File: src/rtl/bomberman_pkg.sv
// bomberman_pkg: shared slot state encoding, pool size and owner constants for the bomb scheduler.
package bomberman_pkg;
    typedef enum logic [1:0] {IDLE = 2'd0, FUSE = 2'd1, BLAST = 2'd2} slot_state_t;
    localparam int NUM_SLOTS = 6;
    localparam logic OWNER_P1 = 1'b0;
    localparam logic OWNER_P2 = 1'b1;
    localparam int COORD_W_DEF = 4;
endpackage

File: src/rtl/bomb_slot.sv
// bomb_slot: one bomb slot with IDLE/FUSE/BLAST state, frame timer, tile coordinates and owner.
module bomb_slot
    import bomberman_pkg::*;
#(
    parameter int COORD_W      = COORD_W_DEF,
    parameter int FUSE_FRAMES  = 150,
    parameter int BLAST_FRAMES = 30,
    parameter int TW           = 8
) (
    input  logic               clock,
    input  logic               reset,
    input  logic               i_clear,
    input  logic               i_load,
    input  logic               i_tick,
    input  logic               i_force,
    input  logic               i_owner,
    input  logic [COORD_W-1:0] i_x,
    input  logic [COORD_W-1:0] i_y,
    output slot_state_t        o_state,
    output logic               o_owner,
    output logic [COORD_W-1:0] o_x,
    output logic [COORD_W-1:0] o_y,
    output logic               o_enter_blast
);
    slot_state_t        r_state, w_state_n;
    logic [TW-1:0]      r_timer, w_timer_n;
    logic               r_owner, w_owner_n, w_expire;
    logic [COORD_W-1:0] r_x, r_y, w_x_n, w_y_n;

    always_ff @(posedge clock or posedge reset) begin
        if (reset) begin
            r_state <= IDLE;
            r_timer <= '0;
            r_owner <= 1'b0;
            r_x     <= '0;
            r_y     <= '0;
        end else begin
            r_state <= w_state_n;
            r_timer <= w_timer_n;
            r_owner <= w_owner_n;
            r_x     <= w_x_n;
            r_y     <= w_y_n;
        end
    end

    assign w_expire = i_tick && (r_timer == TW'(1));

    // A tick that expires the fuse wins over a chain force arriving on the same cycle.
    always_comb begin
        w_state_n = r_state;
        w_timer_n = r_timer;
        w_owner_n = r_owner;
        w_x_n     = r_x;
        w_y_n     = r_y;
        if (i_clear || (r_state == BLAST && w_expire)) begin
            w_state_n = IDLE;
            w_timer_n = '0;
            w_owner_n = 1'b0;
            w_x_n     = '0;
            w_y_n     = '0;
        end else if (r_state == IDLE) begin
            if (i_load) begin
                w_state_n = FUSE;
                w_timer_n = TW'(FUSE_FRAMES);
                w_owner_n = i_owner;
                w_x_n     = i_x;
                w_y_n     = i_y;
            end
        end else if (r_state == FUSE && w_expire) begin
            w_state_n = BLAST;
            w_timer_n = TW'(BLAST_FRAMES);
        end else if (r_state == FUSE && i_force) begin
            w_timer_n = TW'(1);
        end else if (i_tick) begin
            w_timer_n = r_timer - TW'(1);
        end
    end

    assign o_state       = r_state;
    assign o_owner       = r_owner;
    assign o_x           = r_x;
    assign o_y           = r_y;
    assign o_enter_blast = ~i_clear && r_state == FUSE && w_expire;
endmodule

File: src/rtl/bomb_slot_scheduler.sv
// bomb_slot_scheduler: six-slot bomb pool with P1/P2 arbitration and read port; define CHAIN_REACTION_EN for blast-triggered chain detonation.
module bomb_slot_scheduler
    import bomberman_pkg::*;
#(
    parameter int FUSE_FRAMES    = 150,
    parameter int BLAST_FRAMES   = 30,
    parameter int MAX_PER_PLAYER = 3,
    parameter int COORD_W        = COORD_W_DEF
) (
    input  logic               clock,
    input  logic               reset,
    input  logic               i_tick,
    input  logic               i_game_clear,
    input  logic               i_p1_place,
    input  logic [COORD_W-1:0] i_p1_x,
    input  logic [COORD_W-1:0] i_p1_y,
    input  logic               i_p2_place,
    input  logic [COORD_W-1:0] i_p2_x,
    input  logic [COORD_W-1:0] i_p2_y,
    output logic               o_p1_ack,
    output logic               o_p1_nack,
    output logic               o_p2_ack,
    output logic               o_p2_nack,
    input  logic [2:0]         i_bomb_id,
    output logic               o_rd_active,
    output logic               o_rd_blast,
    output logic               o_rd_owner,
    output logic [COORD_W-1:0] o_rd_x,
    output logic [COORD_W-1:0] o_rd_y,
    output logic [1:0]         o_p1_live,
    output logic [1:0]         o_p2_live,
    output logic               o_detonate
);
    localparam int TW = $clog2((FUSE_FRAMES > BLAST_FRAMES ? FUSE_FRAMES : BLAST_FRAMES) + 1);

    slot_state_t          w_state [NUM_SLOTS];
    logic                 w_owner [NUM_SLOTS];
    logic [COORD_W-1:0]   w_x [NUM_SLOTS];
    logic [COORD_W-1:0]   w_y [NUM_SLOTS];
    logic [NUM_SLOTS-1:0] w_force, w_enter;
    logic                 r_rr, r_p1_ack, r_p1_nack, r_p2_ack, r_p2_nack, r_detonate;
    logic                 w_p1_req, w_p2_req, w_any, w_sel, w_has_idle, w_dup, w_grant;
    logic [COORD_W-1:0]   w_sel_x, w_sel_y;
    logic [2:0]           w_idx;
    logic [1:0]           w_p1_cnt, w_p2_cnt, w_sel_cnt;

    // A player's request is ignored while its previous result is still on the outputs.
    assign w_p1_req  = i_p1_place & ~(r_p1_ack | r_p1_nack);
    assign w_p2_req  = i_p2_place & ~(r_p2_ack | r_p2_nack);
    assign w_any     = w_p1_req | w_p2_req;
    assign w_sel     = (w_p1_req & w_p2_req) ? r_rr : w_p2_req;
    assign w_sel_x   = w_sel ? i_p2_x : i_p1_x;
    assign w_sel_y   = w_sel ? i_p2_y : i_p1_y;
    assign w_sel_cnt = w_sel ? w_p2_cnt : w_p1_cnt;
    assign w_grant   = w_any & ~i_game_clear & w_has_idle & ~w_dup & (w_sel_cnt < 2'(MAX_PER_PLAYER));

    always_comb begin
        w_has_idle = 1'b0;
        w_idx      = '0;
        w_dup      = 1'b0;
        w_p1_cnt   = '0;
        w_p2_cnt   = '0;
        for (int i = NUM_SLOTS - 1; i >= 0; i--) begin
            if (w_state[i] == IDLE) begin
                w_has_idle = 1'b1;
                w_idx      = 3'(i);
            end else begin
                w_dup    = w_dup | ((w_x[i] == w_sel_x) && (w_y[i] == w_sel_y));
                w_p1_cnt = w_p1_cnt + 2'(w_owner[i] == OWNER_P1);
                w_p2_cnt = w_p2_cnt + 2'(w_owner[i] == OWNER_P2);
            end
        end
    end

`ifdef CHAIN_REACTION_EN
    function automatic logic f_near(input logic [COORD_W-1:0] ax, ay, bx, by);
        logic [COORD_W-1:0] dx, dy;
        dx = (ax > bx) ? ax - bx : bx - ax;
        dy = (ay > by) ? ay - by : by - ay;
        return (ax == bx && dy <= COORD_W'(2)) || (ay == by && dx <= COORD_W'(2));
    endfunction

    always_comb begin
        w_force = '0;
        for (int j = 0; j < NUM_SLOTS; j++)
            for (int i = 0; i < NUM_SLOTS; i++)
                w_force[j] = w_force[j] | (w_enter[i] && f_near(w_x[i], w_y[i], w_x[j], w_y[j]));
    end
`else
    assign w_force = '0;
`endif

    for (genvar g = 0; g < NUM_SLOTS; g++) begin : g_slot
        bomb_slot #(
            .COORD_W(COORD_W), .FUSE_FRAMES(FUSE_FRAMES), .BLAST_FRAMES(BLAST_FRAMES), .TW(TW)
        ) u_slot (
            .clock(clock), .reset(reset), .i_clear(i_game_clear),
            .i_load(w_grant && w_idx == 3'(g)), .i_tick(i_tick), .i_force(w_force[g]),
            .i_owner(w_sel), .i_x(w_sel_x), .i_y(w_sel_y),
            .o_state(w_state[g]), .o_owner(w_owner[g]), .o_x(w_x[g]), .o_y(w_y[g]),
            .o_enter_blast(w_enter[g])
        );
    end

    always_ff @(posedge clock or posedge reset) begin
        if (reset) begin
            r_rr       <= OWNER_P1;
            r_p1_ack   <= 1'b0;
            r_p1_nack  <= 1'b0;
            r_p2_ack   <= 1'b0;
            r_p2_nack  <= 1'b0;
            r_detonate <= 1'b0;
        end else begin
            r_rr       <= i_game_clear ? OWNER_P1 : r_rr ^ (w_p1_req & w_p2_req);
            r_p1_ack   <= w_grant & ~w_sel;
            r_p1_nack  <= w_any & ~i_game_clear & ~w_grant & ~w_sel;
            r_p2_ack   <= w_grant & w_sel;
            r_p2_nack  <= w_any & ~i_game_clear & ~w_grant & w_sel;
            r_detonate <= |w_enter;
        end
    end

    always_comb begin
        o_rd_active = 1'b0;
        o_rd_blast  = 1'b0;
        o_rd_owner  = 1'b0;
        o_rd_x      = '0;
        o_rd_y      = '0;
        for (int i = 0; i < NUM_SLOTS; i++) begin
            if (i_bomb_id == 3'(i)) begin
                o_rd_active = w_state[i] != IDLE;
                o_rd_blast  = w_state[i] == BLAST;
                o_rd_owner  = w_owner[i];
                o_rd_x      = w_x[i];
                o_rd_y      = w_y[i];
            end
        end
    end

    assign o_p1_ack   = r_p1_ack;
    assign o_p1_nack  = r_p1_nack;
    assign o_p2_ack   = r_p2_ack;
    assign o_p2_nack  = r_p2_nack;
    assign o_p1_live  = w_p1_cnt;
    assign o_p2_live  = w_p2_cnt;
    assign o_detonate = r_detonate;
endmodule
File: config.mk
export PLATFORM = sky130hd
export DESIGN_NAME = bomb_slot_scheduler
export DESIGN_NICKNAME = d
export VERILOG_FILES = /design/src/rtl/bomberman_pkg.sv /design/src/rtl/bomb_slot.sv /design/src/rtl/bomb_slot_scheduler.sv
export SDC_FILE = /design/constraint.sdc
export NUM_CORES = 1
export LEC_CHECK = 0
export CAP_MARGIN = 20
export CORE_MARGIN = 5
export CORE_UTILIZATION = 36
export CTS_CLUSTER_DIAMETER = 60
export DETAILED_ROUTE_END_ITERATION = 12
export HOLD_SLACK_MARGIN = 0.1
export RECOVER_POWER = 25
export SYNTH_ARGS = -nofsm -noshare
export SYNTH_HDL_FRONTEND = slang
export SYNTH_SLANG_ARGS = --single-unit
File: constraint.sdc
create_clock -name clock -period 5.7 [get_ports clock]
set_clock_uncertainty 0.05 [all_clocks]
set_input_delay 1.14 -clock clock [delete_from_list [all_inputs] [get_ports clock]]
set_output_delay 1.14 -clock clock [all_outputs]
set_load 0.05 [all_outputs]
==> results.md <==
* Ys Warns at 0
* Worst path cell trace: nor2_1, nor2_1, ha_1, o21a_1, a21oi_1, inv_1, ha_1, nor2_1, nor2_1, ha_1, nand2_1, nand2_1, ha_1, o21a_1, a21o_1, ha_1, nand2_1, o21ai_0, or2_2, buf_4
* Root Driver: clkbuf_16
* Fraction of layout cells with a size suffix above 1 at about a tenth
* Critical Path AT at ~4200 ps
* Iteration-0 DRC Markers at approximately 730
* Pre-CTS setup slack at 242 ps
* Cell Rows at 56
* Final HPWL DP at approximately 19000 um
* Global-route wire length before repair at 42400 um
* Required time of the critical path at around 4500 ps
* Fin area at between 10000 and 15000 um2
* WP buf/inv at 2
* Drt drc at 0
* Clk_lat worst skew at ~430 ps
* Mean post-synth cell area at ~8.6 um2
* Design Power at 2710 uW
* Fin nets at 1072
* Mapped Cells at 986
* Vias in the first global route at around 7400
* Hold path start: g_slot[5].u_slot.r_timer[1]
* Top cell by count, worst path: ha_1
* Detail Route Antenna Nets at 0
* Drt total wl at 26600 um
* Worst ir drop on vdd at between 0.0002 and 0.00025 V
* Commonest non-fill, non-tap cell in the layout: dfrtp_1
* Vias per inst at about 5.8
* Largest net degree at the start of global routing at 50
* Via count at a little under 8000
* Final Cycle Share at 94.0%
* Sequential area share after synthesis at 35.2%
* Setup TNS at 0 ps
* Starting Density at 36.4%
* Min cycle time layout at between 5000 and 6000 ps
* Outcome: complete, but fails checks
* Most frequent cells in the layout: dfrtp_1, nand2_1, nor2_1
* Die height at ~160 um
* Htree depth at 4
* Post-synthesis cell area at 8520 um2
* PD cells at roughly 270 nW/um2
* P_leak at 0.00440 uW
* Reg-to-Reg Start: g_slot[5].u_slot.o_state[0]
* Achievable Freq at 0.187 GHz
* EDFF count, synth at 0
* Final worst slack at about 340 ps
* Syn_nets at 1033
* Unrepaired setup endpoints after global routing: no
* Routed len/inst at ~20 um
* Startpoint types: flop
* Maxcap violations at 1
* Num CTS Buffers at 17
* Fraction of registers with async set/reset at 100%
* Area delta synth->final at 18.0%
* Initial antenna violation count at 0
* Final Hold Viols at 0
* Final GP Congestion at ~0.96
* Failing checks: capacitance limit, slew limit
* Max stage delay on crit path at between 300 and 400 ps
* Die X at 164 um
* Primary FF master, synth: dfrtp_1
* Cell family with most CP delay: adder cells
* CP startpoint: g_slot[5].u_slot.o_state[0]
* Worst-Margin Slew at ~2400 ps
* I/O Buffers at 44
* # clock sinks at between 100 and 150
* Pre-Repair DR Iteration Count at 5
* HP Class: flop to flop
* Final setup fails at 0
* Ant diodes at 0
* Crit path max fanout at 2
* GRT Total Usage at around 20%
* CTS tree: yes
* Grt ovf at 0
* Synthesized flop and latch total at 120
* Clock slew at reported path FFs at about 60 ps
* Area after DPL at between 9000 and 10000 um2
* FILL cells at ~2300
* Slowest CP cell: dfrtp_1
* Synth unique cells at roughly 90
* Die area at between 20000 and 30000 um2
* Slew Viols, Final at 43
* Slew headroom at -60.8%
* Core Region at between 20000 and 25000 um2
* Critical path type: flop to output pin
* Crit path capture type: output pin
* Hold_buf cts at 0
* # IOs at 45
* Longest Clk Path Bufs at 2
[cell usage after synthesis (16+ instances only)]
cell type	instances	area share, %
dfrtp_1	120	35
nand2_1	106	4.7
nor2_1	79	3.5
mux2i_1	60	7.0
inv_1	52	2.3
a21oi_1	49	2.9
clkbuf_1	41	1.8
nand3_1	41	2.4
o21ai_0	40	2.3
xnor2_1	36	3.7
xor2_1	32	3.3
nor3_1	29	1.7
ha_1	22	3.2
o221ai_1	16	1.6
[cell families (layout without fill, tap and decap cells)]
family          count (synthesis)  count (layout)  synth area share (%)
fa+ha+maj                      22              22                  3.23
xor+xnor                       70              70                  7.52
simple gates                  366             366                  22.0
flops                         120             120                  35.2
compound gates                232             232                  18.8
buf+inv                       111             161                  5.35
mux                            65              65                  7.84
[cell type report]
cell class                      count  area [um2]  area share [%]
Timing Repair Buffer               79         778            7.74
Tap cell                          319         399            3.97
Inverter                           52         196            1.95
Multi-Input combinational cell    755        5070            50.5
Clock buffer                       20         447            4.44
Clock inverter                     10         153            1.52
Sequential cell                   120        3000            29.9
[stage by stage]
stage          instances  utilization [%]  hold slack, ps
2_1_floorplan        986                -             430
3_3_place_gp        1322             40.3             457
3_5_place_dp        1322             40.3             460
4_1_cts             1352             42.8             472
5_1_grt             1355             42.9             481
6_report            1355             42.9             470
[flip-flops by register name (all words and copies together) (netlist names)]
signal	cells
g_slot.u_slot.r_timer	48
g_slot.u_slot.o_x	24
g_slot.u_slot.o_y	24
g_slot.u_slot.o_state	12
g_slot.u_slot.o_owner	6
o_detonate	1
o_p1_ack	1
o_p1_nack	1
o_p2_ack	1
o_p2_nack	1
r_rr	1
[per-layer routing]
metal	track usage (%)	vias to the layer above	part of all wire (%)
met1	28.4	3882	46
met4	6.75	0	2.8
li1	-	3645	-
met2	31.2	324	45
met5	0	-	0
met3	3.46	63	6.1
[power by group]
group,switching [uW],internal [uW]
Sequential,78.6,911
Combinational,362,224
Clock,398,733
[final timing paths]
| kind | to | cells after the start | slack [ps] |
|---|---|---|---|
| max reg2reg | g_slot[4].u_slot.r_timer[6] | 25 | 340 |
| min in group asynchronous | g_slot[3].u_slot.r_timer[3] | 2 | 1430 |
| max | o_p1_live[0] | 20 | 340 |
| min reg2reg | g_slot[5].u_slot.r_timer[1] | 1 | 470 |
| min | g_slot[5].u_slot.r_timer[1] | 1 | 470 |
| max in group asynchronous | g_slot[5].u_slot.r_timer[7] | 3 | 1350 |
[repair_timing]
item                                    in CTS  in global routing
endpoints found under the setup margin       0                 40
resized for setup                            0                  3
setup buffers                                0                  2
Note: power is estimated with default switching activity, not from simulation.
==> edit 1 (config.mk and constraints unchanged) <==
Change the package constant `NUM_SLOTS` from 6 to 5.
--- a/src/rtl/bomberman_pkg.sv
+++ b/src/rtl/bomberman_pkg.sv
@@ -1,7 +1,7 @@
 // bomberman_pkg: shared slot state encoding, pool size and owner constants for the bomb scheduler.
 package bomberman_pkg;
     typedef enum logic [1:0] {IDLE = 2'd0, FUSE = 2'd1, BLAST = 2'd2} slot_state_t;
-    localparam int NUM_SLOTS = 6;
+    localparam int NUM_SLOTS = 5;
     localparam logic OWNER_P1 = 1'b0;
     localparam logic OWNER_P2 = 1'b1;
     localparam int COORD_W_DEF = 4;
Check against the original RTL: no difference found for any inputs over 4 cycles, from zero or initial values and one cycle with reset high; that may be too few to reach the edited logic, so the function may still have changed.
==> edit 1 against the unedited design <==
  * Wire length fell by 12%
  * Total power fell by 24%
  * The run still ends with max-capacitance violations, max-slew violations left
  * Largest cell class unchanged
  * Final area fell by 17%
  * Sequential power fell by 15%
  * Sequential cell count fell by 19
  * Largest power group is now sequential cells
  * Synthesized area fell by 14%
  * Worst setup slack improved by 0.082 ns
  * Highest routed layer unchanged
  * Count of clock-buffer cells in the layout fell by 9
==> edit 1: results (changes against the unedited design) <==
| Metric | Value |
|---|---|
| Sequential area share after synthesis | 0.345 (-0.00747) |
| Worst vdd rail ir drop | 145 µV (-39%) |
| Largest cells by area after synthesis | sky130_fd_sc_hd__dfrtp_1, sky130_fd_sc_hd__mux2i_1, sky130_fd_sc_hd__nand2_1 |
| Remaining max-slew budget at the tightest pin | -0.633 (-0.0257) |
| Violated checks | max-capacitance violations, max-slew violations |
| Crit Reg-Reg Endpoint | g_slot[1].u_slot.o_y[3]$_DFFE_PP0P_ |
| Maximum number of pins on one net before global-route repair | 74 (+48%) |
| Hpwl dp | 17300 µm (-11%) |
| Global-route wire length before repair | 37000 µm (-13%) |
| Detail-routed via count per cell | 5.77 (-1.3%) |
| Initial drt markers | 539 (-26%) |
| Maximum fanout along the worst path | 9 (+7) |
| Ratio of cells with drive above 1 in the final layout | 0.0811 (-0.0232) |
| Total count of max-transition violations in the final report | 44 (+2.3%) |
| Cell area after placement | 0.00809 mm² (-14%) |
| Latest clock arrival within the worst-skew pair | 0.36 ns (-0.07 ns) |
| Beginning of the critical path | g_slot[4].u_slot.o_state[0]$_DFFE_PP0P_ |
| Worst-case register-to-register setup slack | 0.93 ns (+0.59 ns) |
| Min-Delay Endpoint | g_slot[3].u_slot.r_timer[5]$_DFFE_PP0P_ |
| Cell types with the highest counts after synthesis | sky130_fd_sc_hd__dfrtp_1, sky130_fd_sc_hd__nand2_1, sky130_fd_sc_hd__nor2_1, sky130_fd_sc_hd__mux2i_1, sky130_fd_sc_hd__o21ai_0 |
| Syn_nets | 918 (-11%) |
| Placer's final routability congestion estimate | 0.913 (-5.1%) |
| Max-capacitance violation count | 1 (unchanged) |
| Met2 layer wire length in the routed design | 10800 µm (-11%) |
| Largest register FFs | 40 (-17%) |
| Routed met1 length | 10700 µm (-12%) |
| H-tree depth | 3 (-1) |
| Outcome | finished with violations |
| Worst reg2reg path depth | 21 (-16%) |
| Detailed-route wire length | 23400 µm (-12%) |
| Pre-CTS setup slack | 0.723 ns (+0.481 ns) |
| Wire length on met3 | 1420 µm (-12%) |
| Number of distinct library cells after synthesis | 78 (-11%) |
| GRT Resource Usage Total | 0.197 (-0.00374) |
| Total vias in the final route | 6822 (-14%) |
| Met2 demand-to-capacity share in global routing | 0.306 (-0.00553) |
| Number of global-route vias before repair | 6499 (-12%) |
| Internal Power | 0.00132 W (-30%) |
| Clock buffers created by TritonCTS | 9 (-8) |
| Total number of nets in the final design | 951 (-11%) |
-- edit 1: power groups by stage --
stage	Combinational (W)	Sequential [W]	Clock (W)
global route	0.000628	0.000849	0.000672
finish	0.000577	0.000840	0.000630
global placement	0.000570	0.000852	0
CTS	0.000576	0.000839	0.000645
floorplan	0.000403	0.000838	0
detailed placement	0.000573	0.000853	0
-- edit 1: cell families (layout without fill, tap and decap cells) --
kind of cell               after synthesis  count (layout)  synth area share
muxes                                   58              58            0.0830
xor gates and xnor gates                49              49            0.0586
AOI/OAI and AO/OA                      250             250             0.227
buffers and inverters                   98             136            0.0531
adders and majority gates               18              18            0.0307
and+or+nand+nor                        301             301             0.202
DFF                                    101             101             0.345
-- edit 1: layout make-up --
| class | instances | area (µm²) | area share |
|---|---|---|---|
| timing repair buffer | 71 | 637 | 0.0759 |
| inverter | 49 | 185 | 0.0221 |
| tap | 270 | 338 | 0.0403 |
| clock buffer | 11 | 253 | 0.0301 |
| sequential | 101 | 2530 | 0.301 |
| multi-input combinational | 676 | 4410 | 0.525 |
| clock inverter | 5 | 42.5 | 0.00507 |
-- edit 1: worst max path at each step --
| stage | endpoint | slack, ns | depth (start not counted) |
|---|---|---|---|
| finish | o_p1_live[1] | 0.42 | 16 |
| global route | o_p1_live[1] | 0.09 | 16 |
| CTS | o_p2_live[1] | 0.33 | 16 |
| detailed placement | g_slot[1].u_slot.o_y[1]$_DFFE_PP0P_ | 0.72 | 10 |
| global placement | o_p2_live[1] | 0.73 | 16 |
| floorplan | g_slot[3].u_slot.r_timer[1]$_DFFE_PP0P_ | 0.95 | 22 |
==> edit 2 (config.mk and constraints unchanged) <==
Made on the original files. Make the reset (`reset`) synchronous in 2 clocked blocks.
--- a/src/rtl/bomb_slot.sv
+++ b/src/rtl/bomb_slot.sv
@@ -27,7 +27,7 @@
     logic               r_owner, w_owner_n, w_expire;
     logic [COORD_W-1:0] r_x, r_y, w_x_n, w_y_n;
 
-    always_ff @(posedge clock or posedge reset) begin
+    always_ff @(posedge clock) begin
         if (reset) begin
             r_state <= IDLE;
             r_timer <= '0;
--- a/src/rtl/bomb_slot_scheduler.sv
+++ b/src/rtl/bomb_slot_scheduler.sv
@@ -102,7 +102,7 @@
         );
     end
 
-    always_ff @(posedge clock or posedge reset) begin
+    always_ff @(posedge clock) begin
         if (reset) begin
             r_rr       <= OWNER_P1;
             r_p1_ack   <= 1'b0;
Function: differs if reset is asserted again (counterexample within 4 cycles, from zero or initial values and one cycle with reset high); with reset held inactive, the same outputs for 4 cycles.
==> edit 2 against the unedited design <==
  * Sequential cell count unchanged
  * Synthesized area decreased by 4.9%
  * Final area decreased by 6.6%
  * Worst hold slack got worse by 0.042 ns
  * Wire length increased by 0.76%
  * Worst setup slack improved by 0.024 ns
  * Count of clock-buffer cells in the layout decreased by 1
Power is not compared: it rests on default switching activity, and its combinational part moved more than twofold at a synthesized area within 25%.
==> edit 2: results (changes against the unedited design) <==
| Metric | Value |
|---|---|
| Outcome | finished clean |
| Filler Cell Count | 2209 (-5.4%) |
| Clk root buf | sky130_fd_sc_hd__clkbuf_16 |
| GRT Resource Usage Total | 0.202 (+0.00134) |
| Xor and xnor area share after synthesis | 0.0861 (+0.0109) |
| Worst vdd rail ir drop | 173 µV |
| Largest cells by area after synthesis | sky130_fd_sc_hd__dfxtp_1, sky130_fd_sc_hd__nor3_1, sky130_fd_sc_hd__a21oi_1 |
| Share of synthesized area spent on multiplexers | 0.0448 (-0.0336) |
| Hpwl dp | 19400 µm (+0.21%) |
| Detail-routed via count per cell | 5.96 (+2.1%) |
| Maximum fanout along the worst path | 8 (+6) |
| Total vias in the final route | 8072 (+2.0%) |
| Leakage component of the power | 3.45 nW |
| Top_reg_cell synth | sky130_fd_sc_hd__dfxtp_1 |
| Latest clock arrival within the worst-skew pair | 0.43 ns (about the same) |
| Clock buffers created by TritonCTS | 17 (unchanged) |
| Sequential area share after synthesis | 0.297 (-0.0558) |
| Placer's final routability congestion estimate | 0.936 (-2.7%) |
| Maximum number of pins on one net before global-route repair | 31 (-38%) |
| Post-synth ARST share | 0 (-1.00) |
| Min-delay worst type | reg2reg |
| Share of synthesized cell area in full adder, half adder and majority cells | 0.0340 (+0.00168) |
| Number of antenna violations at the first check in global routing | 1 (+1) |
| Detailed-route wire length | 26800 µm (+0.76%) |
| Cell with the largest stage delay on the worst path | sky130_fd_sc_hd__xnor2_1 |
| Ratio of cells with drive above 1 in the final layout | 0.0950 (-0.00928) |
| Cell types with the highest counts after synthesis | sky130_fd_sc_hd__dfxtp_1, sky130_fd_sc_hd__nor3_1, sky130_fd_sc_hd__a21oi_1, sky130_fd_sc_hd__nand2_1, sky130_fd_sc_hd__nor2_1 |
| Endpoint arrival time on the critical path | 4.15 ns (-0.02 ns) |
| Initial drt markers | 675 (-7.8%) |
| First-pass detailed-route iteration total | 5 (unchanged) |
| Global-route wire length before repair | 41900 µm (-1.2%) |
| Number of global-route vias before repair | 7484 (+1.1%) |
| Syn_nets | 1091 (+5.6%) |
| Number of distinct library cells after synthesis | 78 (-11%) |
| Area fraction in compound gates after synthesis | 0.221 (+0.0325) |
| Worst Max-Slew Pin Slew | 1.16 ns (-1.26 ns) |
==> edit 2: final cells by class <==
| type | count | area, µm² | area share |
|---|---|---|---|
| flip-flops and latches | 120 | 2400 | 0.256 |
| inverters | 33 | 124 | 0.0132 |
| multi-input cells | 817 | 5250 | 0.559 |
| well taps | 280 | 350 | 0.0373 |
| repair buffers | 72 | 631 | 0.0672 |
| clock inverters | 13 | 176 | 0.0188 |
| clock buffers | 19 | 453 | 0.0482 |
==> edit 2: metal layers <==
| layer | GRT usage | wire [µm] | vias up |
|---|---|---|---|
| met3 | 0.0418 | 1870 | 43 |
| met1 | 0.279 | 12100 | 3867 |
| met2 | 0.315 | 12200 | 295 |
| li1 | - | - | 3865 |
| met4 | 0.0661 | 595 | 2 |
| met5 | 0 | 7 | - |
==> edit 2: logic make-up (layout without fill, tap and decap cells) <==
group | count (synthesis) | count (layout)
DFF | 120 | 120
adders and majority gates | 22 | 22
AOI/OAI and AO/OA | 282 | 282
muxes | 34 | 34
buffers and inverters | 107 | 137
and+or+nand+nor | 401 | 401
xor gates and xnor gates | 78 | 78
==> edit 2: report_power, final <==
| group | leakage [nW] | switching [W] | internal [W] |
|---|---|---|---|
| registers | 0.969 | 0.0000102 | 0.000847 |
| logic | 2.18 | 0.000160 | 0.0000830 |
| clock network | 0.305 | 0.000419 | 0.000750 |
| total | 3.45 | 0.000589 | 0.00168 |
==> edit 2: worst paths after layout <==
path	start	cells past startpoint	to	slack (ns)
worst max-delay path	g_slot[5].u_slot.o_state[0]$_SDFFE_PP0P_	19	o_p2_live[1]	0.36
worst min-delay path	g_slot[4].u_slot.r_timer[5]$_SDFFE_PP0P_	2	g_slot[4].u_slot.r_timer[5]$_SDFFE_PP0P_	0.43
worst max register to register	g_slot[5].u_slot.o_state[0]$_SDFFE_PP0P_	23	g_slot[0].u_slot.r_timer[5]$_SDFFE_PP0P_	0.50
worst min register to register	g_slot[4].u_slot.r_timer[5]$_SDFFE_PP0P_	2	g_slot[4].u_slot.r_timer[5]$_SDFFE_PP0P_	0.43
==> edit 2: repair_timing <==
| item | CTS | global route |
|---|---|---|
| setup endpoints to repair | 0 | 32 |
| hold buffers | 0 | 0 |
| resized for setup | 0 | 5 |
==> edit 2: stage by stage <==
stage / area, µm² / std cells / total power, W / utilization / setup WS (ns)
floorplan: 8100 / 1044 / 0.00104 / - / 0.449
global placement: 8880 / 1322 / 0.00112 / 0.405 / 0.396
detailed placement: 8880 / 1322 / 0.00112 / 0.405 / 0.281
CTS: 9510 / 1354 / 0.00228 / 0.433 / 0.0902
global route: 9390 / 1354 / 0.00234 / 0.428 / 0.0619
finish: 9390 / 1354 / 0.00227 / 0.428 / 0.365
